--- config.mk ---
export PLATFORM = sky130hd
export DESIGN_NAME = usb_phy_tx
export DESIGN_NICKNAME = d
export VERILOG_FILES = /design/src/rtl/usb_phy_tx.sv
export SDC_FILE = /design/constraint.sdc
export NUM_CORES = 1
export LEC_CHECK = 0
export ABC_AREA = 1
export CAP_MARGIN = 15
export CORE_MARGIN = 2
export CORE_UTILIZATION = 31
export DETAILED_ROUTE_END_ITERATION = 16
export HOLD_SLACK_MARGIN = 0.06
export PLACE_DENSITY_LB_ADDON = 0.25
export SYNTH_ARGS = -nofsm -noshare
export SYNTH_HDL_FRONTEND = slang
export SYNTH_SLANG_ARGS = --single-unit
--- constraint.sdc ---
create_clock -name clk -period 2.5 [get_ports clk]
set_input_delay 0.5 -clock clk [delete_from_list [all_inputs] [get_ports clk]]
set_output_delay 0.5 -clock clk [all_outputs]
set_load 0.02 [all_outputs]
--- src/rtl/usb_phy_tx.sv ---
// usb_phy_tx: low/full-speed USB serial packet transmitter.
// Takes a valid/ready byte stream and adds SYNC, NRZI, bit stuffing and EOP on the D+/D- pair.
module usb_phy_tx #(
   parameter logic C_usb_speed   = 1'b0,
   parameter int   C_clk_per_bit = 4
) (
   input  logic       clk,
   input  logic       rstn,
   input  logic       tx_valid,
   input  logic [7:0] tx_data,
   input  logic       tx_last,
   output logic       tx_ready,
   output logic       usb_dp,
   output logic       usb_dn,
   output logic       usb_oe,
   output logic       busy,
   output logic       underrun
);
   localparam int            PW     = (C_clk_per_bit > 1) ? $clog2(C_clk_per_bit) : 1;
   localparam logic [PW-1:0] P_LAST = PW'(C_clk_per_bit - 1);

   typedef enum logic [2:0] {S_IDLE, S_SYNC, S_DATA, S_EOP_SE0, S_EOP_J} state_t;

   state_t        state, state_n;
   logic [PW-1:0] pcnt, pcnt_n;
   logic [2:0]    bitcnt, bitcnt_n;
   logic          byte_done, byte_done_n;
   logic [2:0]    ones, ones_n;
   logic          lvl_j, lvl_n;
   logic [7:0]    shreg, shreg_n;
   logic          last_q, last_n;
   logic          oe_n, dp_n, dn_n, ready_n, busy_n, und_n;
   logic          xfer, boundary, send, bit_v, se0;

   function automatic logic line_dp(input logic is_se0, input logic is_j);
      return is_se0 ? 1'b0 : (is_j ? C_usb_speed : ~C_usb_speed);
   endfunction

   function automatic logic line_dn(input logic is_se0, input logic is_j);
      return is_se0 ? 1'b0 : (is_j ? ~C_usb_speed : C_usb_speed);
   endfunction

   always_comb begin
      state_n     = state;
      pcnt_n      = pcnt;
      bitcnt_n    = bitcnt;
      byte_done_n = byte_done;
      ones_n      = ones;
      lvl_n       = lvl_j;
      shreg_n     = shreg;
      last_n      = last_q;
      oe_n        = usb_oe;
      dp_n        = usb_dp;
      dn_n        = usb_dn;
      und_n       = 1'b0;
      send        = 1'b0;
      bit_v       = 1'b0;
      se0         = 1'b0;
      xfer        = tx_valid && tx_ready;
      boundary    = (pcnt == P_LAST);

      if (state != S_IDLE)
         pcnt_n = boundary ? '0 : pcnt + 1'b1;

      case (state)
         S_IDLE: begin
            oe_n  = 1'b0;
            lvl_n = 1'b1;
            dp_n  = line_dp(1'b0, 1'b1);
            dn_n  = line_dn(1'b0, 1'b1);
            if (xfer) begin
               shreg_n  = tx_data;
               last_n   = tx_last;
               state_n  = S_SYNC;
               pcnt_n   = P_LAST;
               bitcnt_n = 3'd0;
               ones_n   = 3'd0;
            end
         end
         S_SYNC: if (boundary) begin
            oe_n     = 1'b1;
            send     = 1'b1;
            bit_v    = (bitcnt == 3'd7);
            bitcnt_n = bitcnt + 3'd1;
            if (bitcnt == 3'd7) begin
               state_n     = S_DATA;
               byte_done_n = 1'b0;
            end
         end
         S_DATA: if (boundary) begin
            // A stuff bit owed takes priority over both data and the byte refill.
            if (ones == 3'd6) begin
               send = 1'b1;
            end else if (!byte_done) begin
               send        = 1'b1;
               bit_v       = shreg[bitcnt];
               bitcnt_n    = bitcnt + 3'd1;
               byte_done_n = (bitcnt == 3'd7);
            end else if (xfer) begin
               shreg_n     = tx_data;
               last_n      = tx_last;
               send        = 1'b1;
               bit_v       = tx_data[0];
               bitcnt_n    = 3'd1;
               byte_done_n = 1'b0;
            end else begin
               state_n  = S_EOP_SE0;
               se0      = 1'b1;
               bitcnt_n = 3'd0;
               und_n    = !last_q;
            end
         end
         S_EOP_SE0: if (boundary) begin
            if (bitcnt == 3'd0) begin
               bitcnt_n = 3'd1;
            end else begin
               state_n = S_EOP_J;
               lvl_n   = 1'b1;
               dp_n    = line_dp(1'b0, 1'b1);
               dn_n    = line_dn(1'b0, 1'b1);
            end
         end
         S_EOP_J: if (boundary) begin
            state_n = S_IDLE;
            oe_n    = 1'b0;
         end
         default: state_n = S_IDLE;
      endcase

      // NRZI: a 0 toggles the line, a 1 holds it; consecutive ones feed the stuffer.
      if (send) begin
         lvl_n  = bit_v ? lvl_j : ~lvl_j;
         ones_n = bit_v ? ((ones == 3'd6) ? 3'd6 : ones + 3'd1) : 3'd0;
         dp_n   = line_dp(1'b0, lvl_n);
         dn_n   = line_dn(1'b0, lvl_n);
      end
      if (se0) begin
         dp_n = 1'b0;
         dn_n = 1'b0;
      end

      ready_n = (state_n == S_IDLE) ||
                (state_n == S_DATA && pcnt_n == P_LAST && byte_done_n &&
                 ones_n != 3'd6 && !last_n);
      busy_n  = (state_n != S_IDLE);
   end

   always_ff @(posedge clk or negedge rstn) begin
      if (!rstn) begin
         state     <= S_IDLE;
         pcnt      <= '0;
         bitcnt    <= 3'd0;
         byte_done <= 1'b0;
         ones      <= 3'd0;
         lvl_j     <= 1'b1;
         usb_oe    <= 1'b0;
         usb_dp    <= line_dp(1'b0, 1'b1);
         usb_dn    <= line_dn(1'b0, 1'b1);
         tx_ready  <= 1'b0;
         busy      <= 1'b0;
         underrun  <= 1'b0;
      end else begin
         state     <= state_n;
         pcnt      <= pcnt_n;
         bitcnt    <= bitcnt_n;
         byte_done <= byte_done_n;
         ones      <= ones_n;
         lvl_j     <= lvl_n;
         usb_oe    <= oe_n;
         usb_dp    <= dp_n;
         usb_dn    <= dn_n;
         tx_ready  <= ready_n;
         busy      <= busy_n;
         underrun  <= und_n;
      end
   end

   always_ff @(posedge clk) begin
      shreg  <= shreg_n;
      last_q <= last_n;
   end

endmodule

==> impl_metrics.xml, run 1 <==
<?xml version="1.0" encoding="UTF-8"?>
<metrics>
  <group name="status">
    <metric name="status" unit="">finished clean</metric>
  </group>
  <group name="grt">
    <metric name="antenna_found_initial" unit="">0</metric>
    <metric name="first_global_vias" unit="">1175</metric>
    <metric name="grt_start_max_net_pins" unit="">16</metric>
    <metric name="grt.overflow.total" unit="">0</metric>
    <metric name="grt.total_usage" unit="">0.131</metric>
    <metric name="grt_first_pass_wirelength" unit="µm">5410</metric>
  </group>
  <group name="logic_synthesis">
    <metric name="synth.top_cells.by_count" unit="">44 x sky130_fd_sc_hd__nand2_1, 28 x sky130_fd_sc_hd__inv_1, 19 x sky130_fd_sc_hd__nand3_1</metric>
    <metric name="yosysMostFrequentCell" unit="">sky130_fd_sc_hd__nand2_1</metric>
    <metric name="count_of_cell_types_in_the_netlist" unit="">30</metric>
    <metric name="synth-async-reset-ratio" unit="">0.679</metric>
    <metric name="netlist.area_leader.share" unit="">0.281</metric>
    <metric name="number_of_flops_mapped_to_enable_cells_by_yosys" unit="">8</metric>
    <metric name="yosys_register_bits" unit="">28</metric>
    <metric name="synth_top_flop_cell" unit="">sky130_fd_sc_hd__dfrtp_1</metric>
    <metric name="synth.cell_area" unit="mm²">0.00151</metric>
    <metric name="ys.warnings.count" unit="">0</metric>
    <metric name="syn-mean-instance-area" unit="µm²">8.46</metric>
    <metric name="netlist.top_cell.by_area" unit="">sky130_fd_sc_hd__dfrtp_1</metric>
    <metric name="syn_nets" unit="">198</metric>
    <metric name="post_synthesis_sequential_area_ratio" unit="">0.488</metric>
    <metric name="syn_inst" unit="">179</metric>
    <metric name="ys_top_cells_by_area" unit="">sky130_fd_sc_hd__dfrtp_1 28%, sky130_fd_sc_hd__edfxtp_1 16%, sky130_fd_sc_hd__nand2_1 11%</metric>
  </group>
  <group name="sta">
    <metric name="final_period_minus_worst_setup_slack" unit="ns">1.91</metric>
    <metric name="clock.fmax" unit="MHz">524</metric>
    <metric name="final.setup.tns" unit="ns">0</metric>
    <metric name="timing.final.setup_violations" unit="">0</metric>
    <metric name="grt_setup_unrepaired" unit="">no</metric>
    <metric name="fin_skew" unit="ns">0.00349</metric>
    <metric name="worst_slew_margin_rel" unit="">0.714</metric>
    <metric name="worst_hold_slack" unit="ns">0.444</metric>
    <metric name="final-max-slew-violation-count" unit="">0</metric>
    <metric name="timing_worst_slew_pin_value" unit="ns">0.427</metric>
    <metric name="final_min_period_over_clock_period" unit="">0.763</metric>
    <metric name="final_hold_viol_count" unit="">0</metric>
  </group>
  <group name="clock_network">
    <metric name="cts-resized-gates" unit="">0</metric>
    <metric name="ctsLongestPathBuffers" unit="">2</metric>
    <metric name="cts_root_buf" unit="">sky130_fd_sc_hd__clkbuf_8</metric>
    <metric name="cts-htree-levels" unit="">1</metric>
    <metric name="cts_made_buffers" unit="">3</metric>
    <metric name="cts_tree" unit="">yes</metric>
    <metric name="post_cts_setup_repair_bufs" unit="">0</metric>
    <metric name="hold_buffers" unit="">0</metric>
    <metric name="cts.sinks" unit="">28</metric>
    <metric name="cts.reportedPaths.clkPinSlew" unit="ns">0.09</metric>
    <metric name="clk_latency" unit="ns">0.28</metric>
  </group>
  <group name="setup_path">
    <metric name="timing.reg2reg.setup_slack" unit="ns">0.61</metric>
    <metric name="cp_data_arrival_time" unit="ns">1.41</metric>
    <metric name="timing.critical_path.max_delay_family" unit="">buffers and inverters</metric>
    <metric name="endpoint_kind" unit="">output port</metric>
    <metric name="max_stage_delay_on_crit_path" unit="ns">0.59</metric>
    <metric name="cp.buffers_inverters" unit="">1</metric>
    <metric name="setup.worst_path.class" unit="">reg -&gt; out</metric>
    <metric name="worstPathRequired" unit="ns">2.00</metric>
    <metric name="reg2regPathDepth" unit="">9</metric>
    <metric name="timing.critical_path.depth" unit="">1</metric>
    <metric name="cpMaxStageDelayCell" unit="">sky130_fd_sc_hd__clkdlybuf4s50_1</metric>
    <metric name="peak_fanout_along_the_critical_path" unit="">2</metric>
    <metric name="critPathLaunchType" unit="">flop</metric>
    <metric name="crit_path_cell_trace" unit="">clkdlybuf4s50_1</metric>
  </group>
  <group name="drt">
    <metric name="route.vias.total" unit="">1233</metric>
    <metric name="initialDrtViolationCount" unit="">100</metric>
    <metric name="detail_route.vias_per_cell" unit="">4.62</metric>
    <metric name="wirelength" unit="µm">3120</metric>
    <metric name="count_of_tritonroute_iterations_in_the_first_routing_pass" unit="">4</metric>
    <metric name="wl_per_cell" unit="µm">11.7</metric>
    <metric name="ant_nets" unit="">0</metric>
    <metric name="remaining_drc_errors" unit="">0</metric>
  </group>
  <group name="min_path">
    <metric name="hp-class" unit="">reg -&gt; reg</metric>
    <metric name="min_path_cells" unit="">1</metric>
  </group>
  <group name="pwr">
    <metric name="p_leak" unit="nW">0.867</metric>
    <metric name="peakVddDrop" unit="mV">0.402</metric>
    <metric name="switching_power" unit="mW">0.858</metric>
    <metric name="internal_power" unit="mW">1.10</metric>
    <metric name="switching_fraction_of_total_power" unit="">0.437</metric>
    <metric name="clockPowerShare" unit="">0.127</metric>
    <metric name="pwr-share-seq" unit="">0.377</metric>
    <metric name="pwr_density_cell" unit="mW/mm²">1080</metric>
    <metric name="gate_power_share" unit="">0.496</metric>
  </group>
  <group name="placed_design">
    <metric name="port_buffers" unit="">17</metric>
    <metric name="dpl.cell_count" unit="">263</metric>
    <metric name="gp_congestion" unit="">0.945</metric>
    <metric name="place_hpwl" unit="µm">2470</metric>
  </group>
  <group name="layout">
    <metric name="drive_gt1_frac" unit="">0.0900</metric>
    <metric name="n_antenna_cell" unit="">0</metric>
    <metric name="fin_cells" unit="">267</metric>
    <metric name="num-nets-final" unit="">220</metric>
    <metric name="area_delta_synth_final" unit="%">19.5</metric>
  </group>
  <group name="die">
    <metric name="core_area" unit="mm²">0.00472</metric>
    <metric name="die_boundary_height" unit="µm">73.9</metric>
    <metric name="top_level_ports" unit="">18</metric>
    <metric name="floorplan.initialDensity" unit="">0.321</metric>
    <metric name="total_die_area" unit="mm²">0.00546</metric>
    <metric name="fp-row-count" unit="">25</metric>
    <metric name="die-width" unit="µm">73.9</metric>
  </group>
  <group name="flow_run">
    <metric name="max_cap_viol_count" unit="">0</metric>
  </group>
</metrics>
-- routing by layer --
| metal | up-vias | part of all wire | wire, µm | GRT usage |
|---|---|---|---|---|
| li1 | 629 | - | - | - |
| met1 | 574 | 0.48 | 1500 | 0.185 |
| met2 | 25 | 0.46 | 1430 | 0.195 |
| met3 | 5 | 0.041 | 128 | 0.0219 |
| met4 | 0 | 0.020 | 62 | 0.0586 |
| met5 | - | 0 | 0 | 0 |
-- path summary, 6_finish.rpt --
| path | startpoint | to |
|---|---|---|
| max | usb_dn | usb_dn |
| min | last_q | underrun |
| max reg2reg | bitcnt[0] | tx_ready |
| min reg2reg | last_q | underrun |
| max in group asynchronous | rstn | pcnt[1] |
| min in group asynchronous | rstn | byte_done |
-- power by group through the flow --
stage	clock (mW)	combinational (mW)	sequential, mW
finish	0.250	0.973	0.739
detailed placement	0	0.968	0.748
global placement	0	0.961	0.747
CTS	0.261	0.976	0.740
global route	0.283	1.11	0.758
floorplan	0	0.668	0.771
-- metrics by stage --
stage	util	cell area, µm²	setup slack [ns]	total power [mW]
final	0.383	1810	0.593	1.96
after CTS	0.383	1810	0.578	1.98
after global placement	0.374	1760	0.423	1.71
after detailed placement	0.374	1760	0.383	1.72
after global routing	0.383	1810	0.363	2.16
after floorplan	-	1510	0.880	1.44
-- flip-flops by register name, summed over array words and instances (netlist names) --
signal / count
shreg: 8
bitcnt: 3
ones: 3
state: 3
pcnt: 2
busy: 1
byte_done: 1
last_q: 1
lvl_j: 1
tx_ready: 1
underrun: 1
usb_dn: 1
usb_dp: 1
usb_oe: 1
-- kinds of logic (layout without fill, tap and decap cells) --
kind of cell	after synthesis	count (layout)	share of synthesized area
AO/OA/AOI/OAI	20	20	0.0760
XOR/XNOR	1	1	0.00579
adder cells (fa/ha/maj)	7	7	0.0578
buffers and inverters	32	53	0.0843
flip-flops	28	28	0.488
multiplexers	1	1	0.00991
AND/OR/NAND/NOR	90	90	0.279
-- cell usage in the layout (no fill, tap or decap), types with 2 or more instances in the layout --
cell | netlist | layout
sky130_fd_sc_hd__dfrtp_1 | 17 | 17
sky130_fd_sc_hd__ha_1 | 7 | 7
sky130_fd_sc_hd__nor2_1 | 16 | 16
sky130_fd_sc_hd__nand3_1 | 19 | 19
sky130_fd_sc_hd__inv_2 | 3 | 3
sky130_fd_sc_hd__clkdlybuf4s50_1 | 0 | 17
sky130_fd_sc_hd__nand2_1 | 44 | 44
sky130_fd_sc_hd__inv_1 | 28 | 28
sky130_fd_sc_hd__clkbuf_8 | 0 | 3
sky130_fd_sc_hd__edfxtp_1 | 8 | 8
sky130_fd_sc_hd__a21oi_1 | 4 | 4
sky130_fd_sc_hd__nand2_2 | 2 | 2
sky130_fd_sc_hd__nand4_1 | 2 | 2
sky130_fd_sc_hd__o22ai_1 | 2 | 2
sky130_fd_sc_hd__dfstp_2 | 2 | 2
sky130_fd_sc_hd__o21ai_0 | 9 | 9
-- area by class of cell --
type                       count  area [µm²]
multi-input combinational    119         648
inverter                      31         116
tap                           67        83.8
clock buffer                   3        41.3
fill                         490        2910
timing repair buffer          18         178
sequential                    28         738
clock inverter                 1        3.75
(Power assumes the default switching activity.)
==> run 2: changes to the inputs <==
==> constraint.sdc (replaced) <==
create_clock -name clk -period 1.9 [get_ports clk]
set_input_delay 0.38 -clock clk [delete_from_list [all_inputs] [get_ports clk]]
set_output_delay 0.38 -clock clk [all_outputs]
set_load 0.02 [all_outputs]
==> impl_metrics.xml, run 2 (synthesis results as in run 1) <==
<?xml version="1.0" encoding="UTF-8"?>
<metrics>
  <group name="placed_design">
    <metric name="gp_congestion" unit="">0.952</metric>
    <metric name="post-place-ws" unit="ns">-0.0836</metric>
    <metric name="port_buffers" unit="">17</metric>
    <metric name="post_dp_cell_area" unit="mm²">0.00183</metric>
    <metric name="place_hpwl" unit="µm">2590</metric>
  </group>
  <group name="drt">
    <metric name="count_of_tritonroute_iterations_in_the_first_routing_pass" unit="">4</metric>
    <metric name="wl_per_cell" unit="µm">12.1</metric>
    <metric name="remaining_drc_errors" unit="">0</metric>
    <metric name="route.vias.total" unit="">1239</metric>
    <metric name="wirelength" unit="µm">3330</metric>
    <metric name="detail_route.vias_per_cell" unit="">4.49</metric>
    <metric name="initialDrtViolationCount" unit="">39</metric>
    <metric name="ant_nets" unit="">0</metric>
  </group>
  <group name="sta">
    <metric name="final.setup.tns" unit="ns">0</metric>
    <metric name="final_min_period_over_clock_period" unit="">0.939</metric>
    <metric name="timing_worst_slew_pin_value" unit="ns">0.461</metric>
    <metric name="final_period_minus_worst_setup_slack" unit="ns">1.78</metric>
    <metric name="worst_hold_slack" unit="ns">0.402</metric>
    <metric name="grt_setup_unrepaired" unit="">no</metric>
    <metric name="clock.fmax" unit="MHz">560</metric>
    <metric name="final-max-slew-violation-count" unit="">0</metric>
    <metric name="setup_slack" unit="ns">0.115</metric>
    <metric name="final_hold_viol_count" unit="">0</metric>
    <metric name="worst_slew_margin_rel" unit="">0.692</metric>
    <metric name="fin_skew" unit="ns">0.0125</metric>
    <metric name="timing.final.setup_violations" unit="">0</metric>
  </group>
  <group name="layout">
    <metric name="multi_input_area" unit="µm²">664</metric>
    <metric name="final_cell_mix" unit="">44 x sky130_fd_sc_hd__nand2_1, 28 x sky130_fd_sc_hd__inv_1, 19 x sky130_fd_sc_hd__nand3_1, 17 x sky130_fd_sc_hd__clkdlybuf4s50_1, 16 x sky130_fd_sc_hd__dfrtp_1</metric>
    <metric name="layout.filler_cells" unit="">474</metric>
    <metric name="drive_gt1_frac" unit="">0.153</metric>
    <metric name="finalInstanceArea" unit="mm²">0.00192</metric>
    <metric name="max_ffs_per_register" unit="">8</metric>
    <metric name="largest_register" unit="">shreg</metric>
    <metric name="area_delta_synth_final" unit="%">26.9</metric>
    <metric name="register_area" unit="µm²">739</metric>
    <metric name="n_antenna_cell" unit="">0</metric>
    <metric name="num-nets-final" unit="">229</metric>
    <metric name="most_common_cell_after_layout_fill_and_taps_aside" unit="">sky130_fd_sc_hd__nand2_1</metric>
  </group>
  <group name="pwr">
    <metric name="pwr_density_cell" unit="mW/mm²">1520</metric>
    <metric name="p_leak" unit="nW">0.923</metric>
    <metric name="peakVddDrop" unit="mV">0.572</metric>
  </group>
  <group name="die">
    <metric name="floorplan.initialDensity" unit="">0.321</metric>
    <metric name="top_level_ports" unit="">18</metric>
    <metric name="total_die_area" unit="mm²">0.00546</metric>
    <metric name="die_boundary_height" unit="µm">73.9</metric>
    <metric name="die-width" unit="µm">73.9</metric>
    <metric name="core_area" unit="mm²">0.00472</metric>
    <metric name="fp-row-count" unit="">25</metric>
  </group>
  <group name="clock_network">
    <metric name="post_cts_setup_repair_bufs" unit="">0</metric>
    <metric name="hold_buffers" unit="">0</metric>
    <metric name="cts_root_buf" unit="">sky130_fd_sc_hd__clkbuf_8</metric>
    <metric name="cts-resized-gates" unit="">1</metric>
    <metric name="clk_latency" unit="ns">0.28</metric>
    <metric name="cts_tree" unit="">yes</metric>
    <metric name="cts.reportedPaths.clkPinSlew" unit="ns">0.11</metric>
    <metric name="cts.sinks" unit="">28</metric>
    <metric name="cts-htree-levels" unit="">1</metric>
    <metric name="ctsLongestPathBuffers" unit="">2</metric>
    <metric name="cts_made_buffers" unit="">3</metric>
  </group>
  <group name="setup_path">
    <metric name="timing.critical_path.max_delay_family" unit="">buffers and inverters</metric>
    <metric name="peak_fanout_along_the_critical_path" unit="">2</metric>
    <metric name="cpMaxStageDelayCell" unit="">sky130_fd_sc_hd__clkdlybuf4s50_1</metric>
    <metric name="crit_path_cell_trace" unit="">clkdlybuf4s50_1</metric>
    <metric name="setup.worst_path.class" unit="">reg -&gt; out</metric>
    <metric name="max_stage_delay_on_crit_path" unit="ns">0.59</metric>
    <metric name="critPathLaunchType" unit="">flop</metric>
    <metric name="worstPathRequired" unit="ns">1.52</metric>
    <metric name="endpoint_kind" unit="">output port</metric>
    <metric name="cp_data_arrival_time" unit="ns">1.40</metric>
    <metric name="cp.buffers_inverters" unit="">1</metric>
  </group>
  <group name="grt">
    <metric name="grt.total_usage" unit="">0.131</metric>
    <metric name="first_global_vias" unit="">1210</metric>
    <metric name="antenna_found_initial" unit="">0</metric>
    <metric name="grt.overflow.total" unit="">0</metric>
    <metric name="grt_start_max_net_pins" unit="">17</metric>
    <metric name="grt_first_pass_wirelength" unit="µm">5450</metric>
  </group>
  <group name="min_path">
    <metric name="hp-class" unit="">in -&gt; async</metric>
  </group>
  <group name="flow_run">
    <metric name="max_cap_viol_count" unit="">0</metric>
  </group>
  <group name="status">
    <metric name="status" unit="">finished clean</metric>
  </group>
</metrics>
==> run 2: worst register-to-register path: stages, from the launching register on <==
cell and delay (ns):
sky130_fd_sc_hd__dfrtp_2 0.47, sky130_fd_sc_hd__ha_1 0.22, sky130_fd_sc_hd__ha_1 0.22, sky130_fd_sc_hd__nand3_1 0.12
sky130_fd_sc_hd__nand2_1 0.09, sky130_fd_sc_hd__o21ai_1 0.25, sky130_fd_sc_hd__nand4_1 0.12, sky130_fd_sc_hd__nor2_1 0.10
sky130_fd_sc_hd__nand2_1 0.06, sky130_fd_sc_hd__nand2_1 0.04
==> run 2: area by class of cell <==
class                           instances  area share
Sequential cell                        28       0.385
Timing Repair Buffer                   27       0.128
Clock buffer                            3      0.0215
Inverter                               31      0.0606
Tap cell                               67      0.0436
Clock inverter                          1      0.0156
Multi-Input combinational cell        119       0.346
==> run 2: worst paths after layout <==
check | start | to | slack [ns] | cells after the start
min in group clk | last_q | underrun | 0.47 | 1
setup reg to reg | bitcnt[0] | tx_ready | 0.13 | 9
hold reg to reg | last_q | underrun | 0.47 | 1
setup / recovery | usb_dn | usb_dn | 0.12 | 1
max in group asynchronous | rstn | state[2] | 0.96 | 2
hold / removal | rstn | byte_done | 0.40 | 1
==> run 2: power by group <==
part / internal [mW] / switching, mW / leakage (nW) / total, mW
Combinational: 0.622 / 0.840 / 0.572 / 1.46
Clock: 0.283 / 0.198 / 0.0357 / 0.481
Sequential: 0.829 / 0.147 / 0.315 / 0.976
==> run 2: per-layer routing <==
layer / GRT usage / wire length (µm) / vias to the layer above
met3: 0.0165 / 126 / 4
li1: - / - / 642
met2: 0.205 / 1590 / 20
met1: 0.184 / 1570 / 573
met5: 0 / 0 / -
met4: 0.0485 / 45 / 0
==> run 2: stage by stage <==
stage                util  total power [mW]  cells
finish              0.407              2.92    276
global route        0.407              3.17    276
CTS                 0.403              2.89    276
detailed placement  0.388              2.41    272
global placement    0.388              2.40    272
floorplan               -              1.89    179
==> run 3: changes to the inputs <==
--- a/config.mk
+++ b/config.mk
@@ -7,7 +7,7 @@
 export LEC_CHECK = 0
 export ABC_AREA = 1
 export CAP_MARGIN = 15
-export CORE_MARGIN = 2
+export CORE_ASPECT_RATIO = 0.9
 export CORE_UTILIZATION = 31
 export DETAILED_ROUTE_END_ITERATION = 16
 export HOLD_SLACK_MARGIN = 0.06
==> impl_metrics.xml, run 3 (synthesis results as in run 1) <==
<?xml version="1.0" encoding="UTF-8"?>
<metrics>
  <group name="pwr">
    <metric name="peakVddDrop" unit="mV">0.818</metric>
    <metric name="pwr_density_cell" unit="mW/mm²">1460</metric>
    <metric name="p_leak" unit="nW">0.922</metric>
    <metric name="design_power_total" unit="mW">2.81</metric>
  </group>
  <group name="drt">
    <metric name="wl_per_cell" unit="µm">11.9</metric>
    <metric name="detail_route.vias_per_cell" unit="">4.51</metric>
    <metric name="ant_nets" unit="">0</metric>
    <metric name="count_of_tritonroute_iterations_in_the_first_routing_pass" unit="">4</metric>
    <metric name="initialDrtViolationCount" unit="">45</metric>
    <metric name="remaining_drc_errors" unit="">0</metric>
    <metric name="route.vias.total" unit="">1237</metric>
    <metric name="wirelength" unit="µm">3270</metric>
  </group>
  <group name="layout">
    <metric name="register_area" unit="µm²">738</metric>
    <metric name="num-nets-final" unit="">232</metric>
    <metric name="drive_gt1_frac" unit="">0.198</metric>
    <metric name="multi_input_area" unit="µm²">681</metric>
    <metric name="most_common_cell_after_layout_fill_and_taps_aside" unit="">sky130_fd_sc_hd__nand2_1</metric>
    <metric name="area_delta_synth_final" unit="%">27.2</metric>
    <metric name="layout.filler_cells" unit="">465</metric>
    <metric name="final_cell_mix" unit="">42 x sky130_fd_sc_hd__nand2_1, 25 x sky130_fd_sc_hd__inv_1, 19 x sky130_fd_sc_hd__nand3_1, 17 x sky130_fd_sc_hd__dfrtp_1, 17 x sky130_fd_sc_hd__clkdlybuf4s50_1</metric>
    <metric name="largest_register" unit="">shreg</metric>
    <metric name="max_ffs_per_register" unit="">8</metric>
    <metric name="n_antenna_cell" unit="">0</metric>
    <metric name="fin_cells" unit="">274</metric>
  </group>
  <group name="die">
    <metric name="top_level_ports" unit="">18</metric>
    <metric name="core_area" unit="mm²">0.00458</metric>
    <metric name="total_die_area" unit="mm²">0.00517</metric>
    <metric name="die_boundary_height" unit="µm">68.3</metric>
    <metric name="floorplan.initialDensity" unit="">0.331</metric>
    <metric name="die-width" unit="µm">75.7</metric>
    <metric name="fp-row-count" unit="">23</metric>
  </group>
  <group name="setup_path">
    <metric name="endpoint_kind" unit="">output port</metric>
    <metric name="crit_path_cell_trace" unit="">clkdlybuf4s50_1</metric>
    <metric name="timing.critical_path.depth" unit="">1</metric>
    <metric name="reg2regPathDepth" unit="">10</metric>
    <metric name="cp_data_arrival_time" unit="ns">1.40</metric>
    <metric name="setup.worst_path.class" unit="">reg -&gt; out</metric>
    <metric name="critPathLaunchType" unit="">flop</metric>
    <metric name="max_stage_delay_on_crit_path" unit="ns">0.59</metric>
    <metric name="timing.critical_path.max_delay_family" unit="">buffers and inverters</metric>
    <metric name="cpMaxStageDelayCell" unit="">sky130_fd_sc_hd__clkdlybuf4s50_1</metric>
    <metric name="peak_fanout_along_the_critical_path" unit="">2</metric>
    <metric name="cp.buffers_inverters" unit="">1</metric>
    <metric name="worstPathRequired" unit="ns">1.52</metric>
  </group>
  <group name="sta">
    <metric name="clock.fmax" unit="MHz">563</metric>
    <metric name="timing.final.setup_violations" unit="">0</metric>
    <metric name="worst_slew_margin_rel" unit="">0.703</metric>
    <metric name="final_min_period_over_clock_period" unit="">0.936</metric>
    <metric name="final-max-slew-violation-count" unit="">0</metric>
    <metric name="final_hold_viol_count" unit="">0</metric>
    <metric name="timing_worst_slew_pin_value" unit="ns">0.444</metric>
    <metric name="fin_skew" unit="ns">0.00436</metric>
    <metric name="final_period_minus_worst_setup_slack" unit="ns">1.78</metric>
  </group>
  <group name="clock_network">
    <metric name="cts_made_buffers" unit="">3</metric>
    <metric name="ctsLongestPathBuffers" unit="">2</metric>
    <metric name="cts.reportedPaths.clkPinSlew" unit="ns">0.09</metric>
    <metric name="cts-htree-levels" unit="">1</metric>
    <metric name="cts_tree" unit="">yes</metric>
    <metric name="cts_root_buf" unit="">sky130_fd_sc_hd__clkbuf_8</metric>
    <metric name="cts.sinks" unit="">28</metric>
    <metric name="clk_latency" unit="ns">0.27</metric>
    <metric name="hold_buffers" unit="">0</metric>
  </group>
  <group name="status">
    <metric name="status" unit="">finished clean</metric>
  </group>
  <group name="placed_design">
    <metric name="place_hpwl" unit="µm">2610</metric>
    <metric name="gp_congestion" unit="">0.871</metric>
    <metric name="port_buffers" unit="">17</metric>
    <metric name="dpl.cell_count" unit="">267</metric>
  </group>
  <group name="grt">
    <metric name="gr-usage-met2" unit="">0.232</metric>
    <metric name="grt_use_met3" unit="">0.0265</metric>
    <metric name="grt.overflow.total" unit="">0</metric>
    <metric name="grt.total_usage" unit="">0.146</metric>
    <metric name="globalRouteMet1Util" unit="">0.207</metric>
    <metric name="globalRoute.busiestLayer" unit="">met2</metric>
    <metric name="grt_start_max_net_pins" unit="">16</metric>
    <metric name="first_global_vias" unit="">1231</metric>
    <metric name="antenna_found_initial" unit="">0</metric>
    <metric name="grt_first_pass_wirelength" unit="µm">5610</metric>
  </group>
  <group name="flow_run">
    <metric name="max_cap_viol_count" unit="">0</metric>
  </group>
  <group name="min_path">
    <metric name="hp-class" unit="">in -&gt; async</metric>
  </group>
</metrics>
[run 3: cell count changes in the layout (fill, tap and decap cells not counted), moves of 2 or more]
cell | previous run | this run
sky130_fd_sc_hd__inv_1 | 28 | 25
sky130_fd_sc_hd__nor2_1 | 14 | 12
sky130_fd_sc_hd__buf_4 | 10 | 13
sky130_fd_sc_hd__nor2_2 | 3 | 5
sky130_fd_sc_hd__inv_2 | 3 | 6
sky130_fd_sc_hd__nand2_2 | 2 | 4
sky130_fd_sc_hd__nand2_1 | 44 | 42
[run 3: metal layers]
layer,vias up,part of all wire
met5,-,0
met4,0,0.0070
met3,2,0.027
met2,21,0.44
met1,567,0.52
li1,647,-
[run 3: worst paths after layout]
path	startpoint	endpoint	slack [ns]
worst min register to register	last_q	underrun	0.45
worst max register to register	state[2]	usb_dp	0.18
worst min-delay path	rstn	bitcnt[0]	0.41
max in group asynchronous	rstn	pcnt[0]	0.98
worst max-delay path	usb_dn	usb_dn	0.12
min in group clk	last_q	underrun	0.45
[run 3: what timing repair did]
| item | CTS | global route |
|---|---|---|
| resized for setup | 0 | 15 |
| setup endpoints to repair | 0 | 3 |
| setup buffers | 0 | 3 |
[run 3: where the power goes]
part | switching [mW] | internal, mW | leakage (nW)
sequential | 0.138 | 0.827 | 0.316
combinational | 0.867 | 0.653 | 0.583
clock | 0.176 | 0.145 | 0.0231
total | 1.18 | 1.62 | 0.922
[run 3: cell type report]
class	count	area share
Clock buffer	3	0.0214
Clock inverter	1	0.00195
Inverter	31	0.0604
Multi-Input combinational cell	119	0.353
Sequential cell	28	0.383
Tap cell	62	0.0403
Timing Repair Buffer	30	0.139
[run 3: metrics by stage]
step / cell area, µm² / setup TNS, ns / util / hold WS [ns] / setup slack [ns]
global route: 1930 / -0.0130 / 0.421 / 0.443 / -0.00801
CTS: 1870 / 0 / 0.409 / 0.428 / 0.0807
floorplan: 1510 / 0 / - / 0.0844 / 0.280
detailed placement: 1830 / -0.115 / 0.399 / 0.433 / -0.0837
finish: 1930 / 0 / 0.421 / 0.413 / 0.122
global placement: 1830 / -0.132 / 0.399 / 0.434 / -0.0868
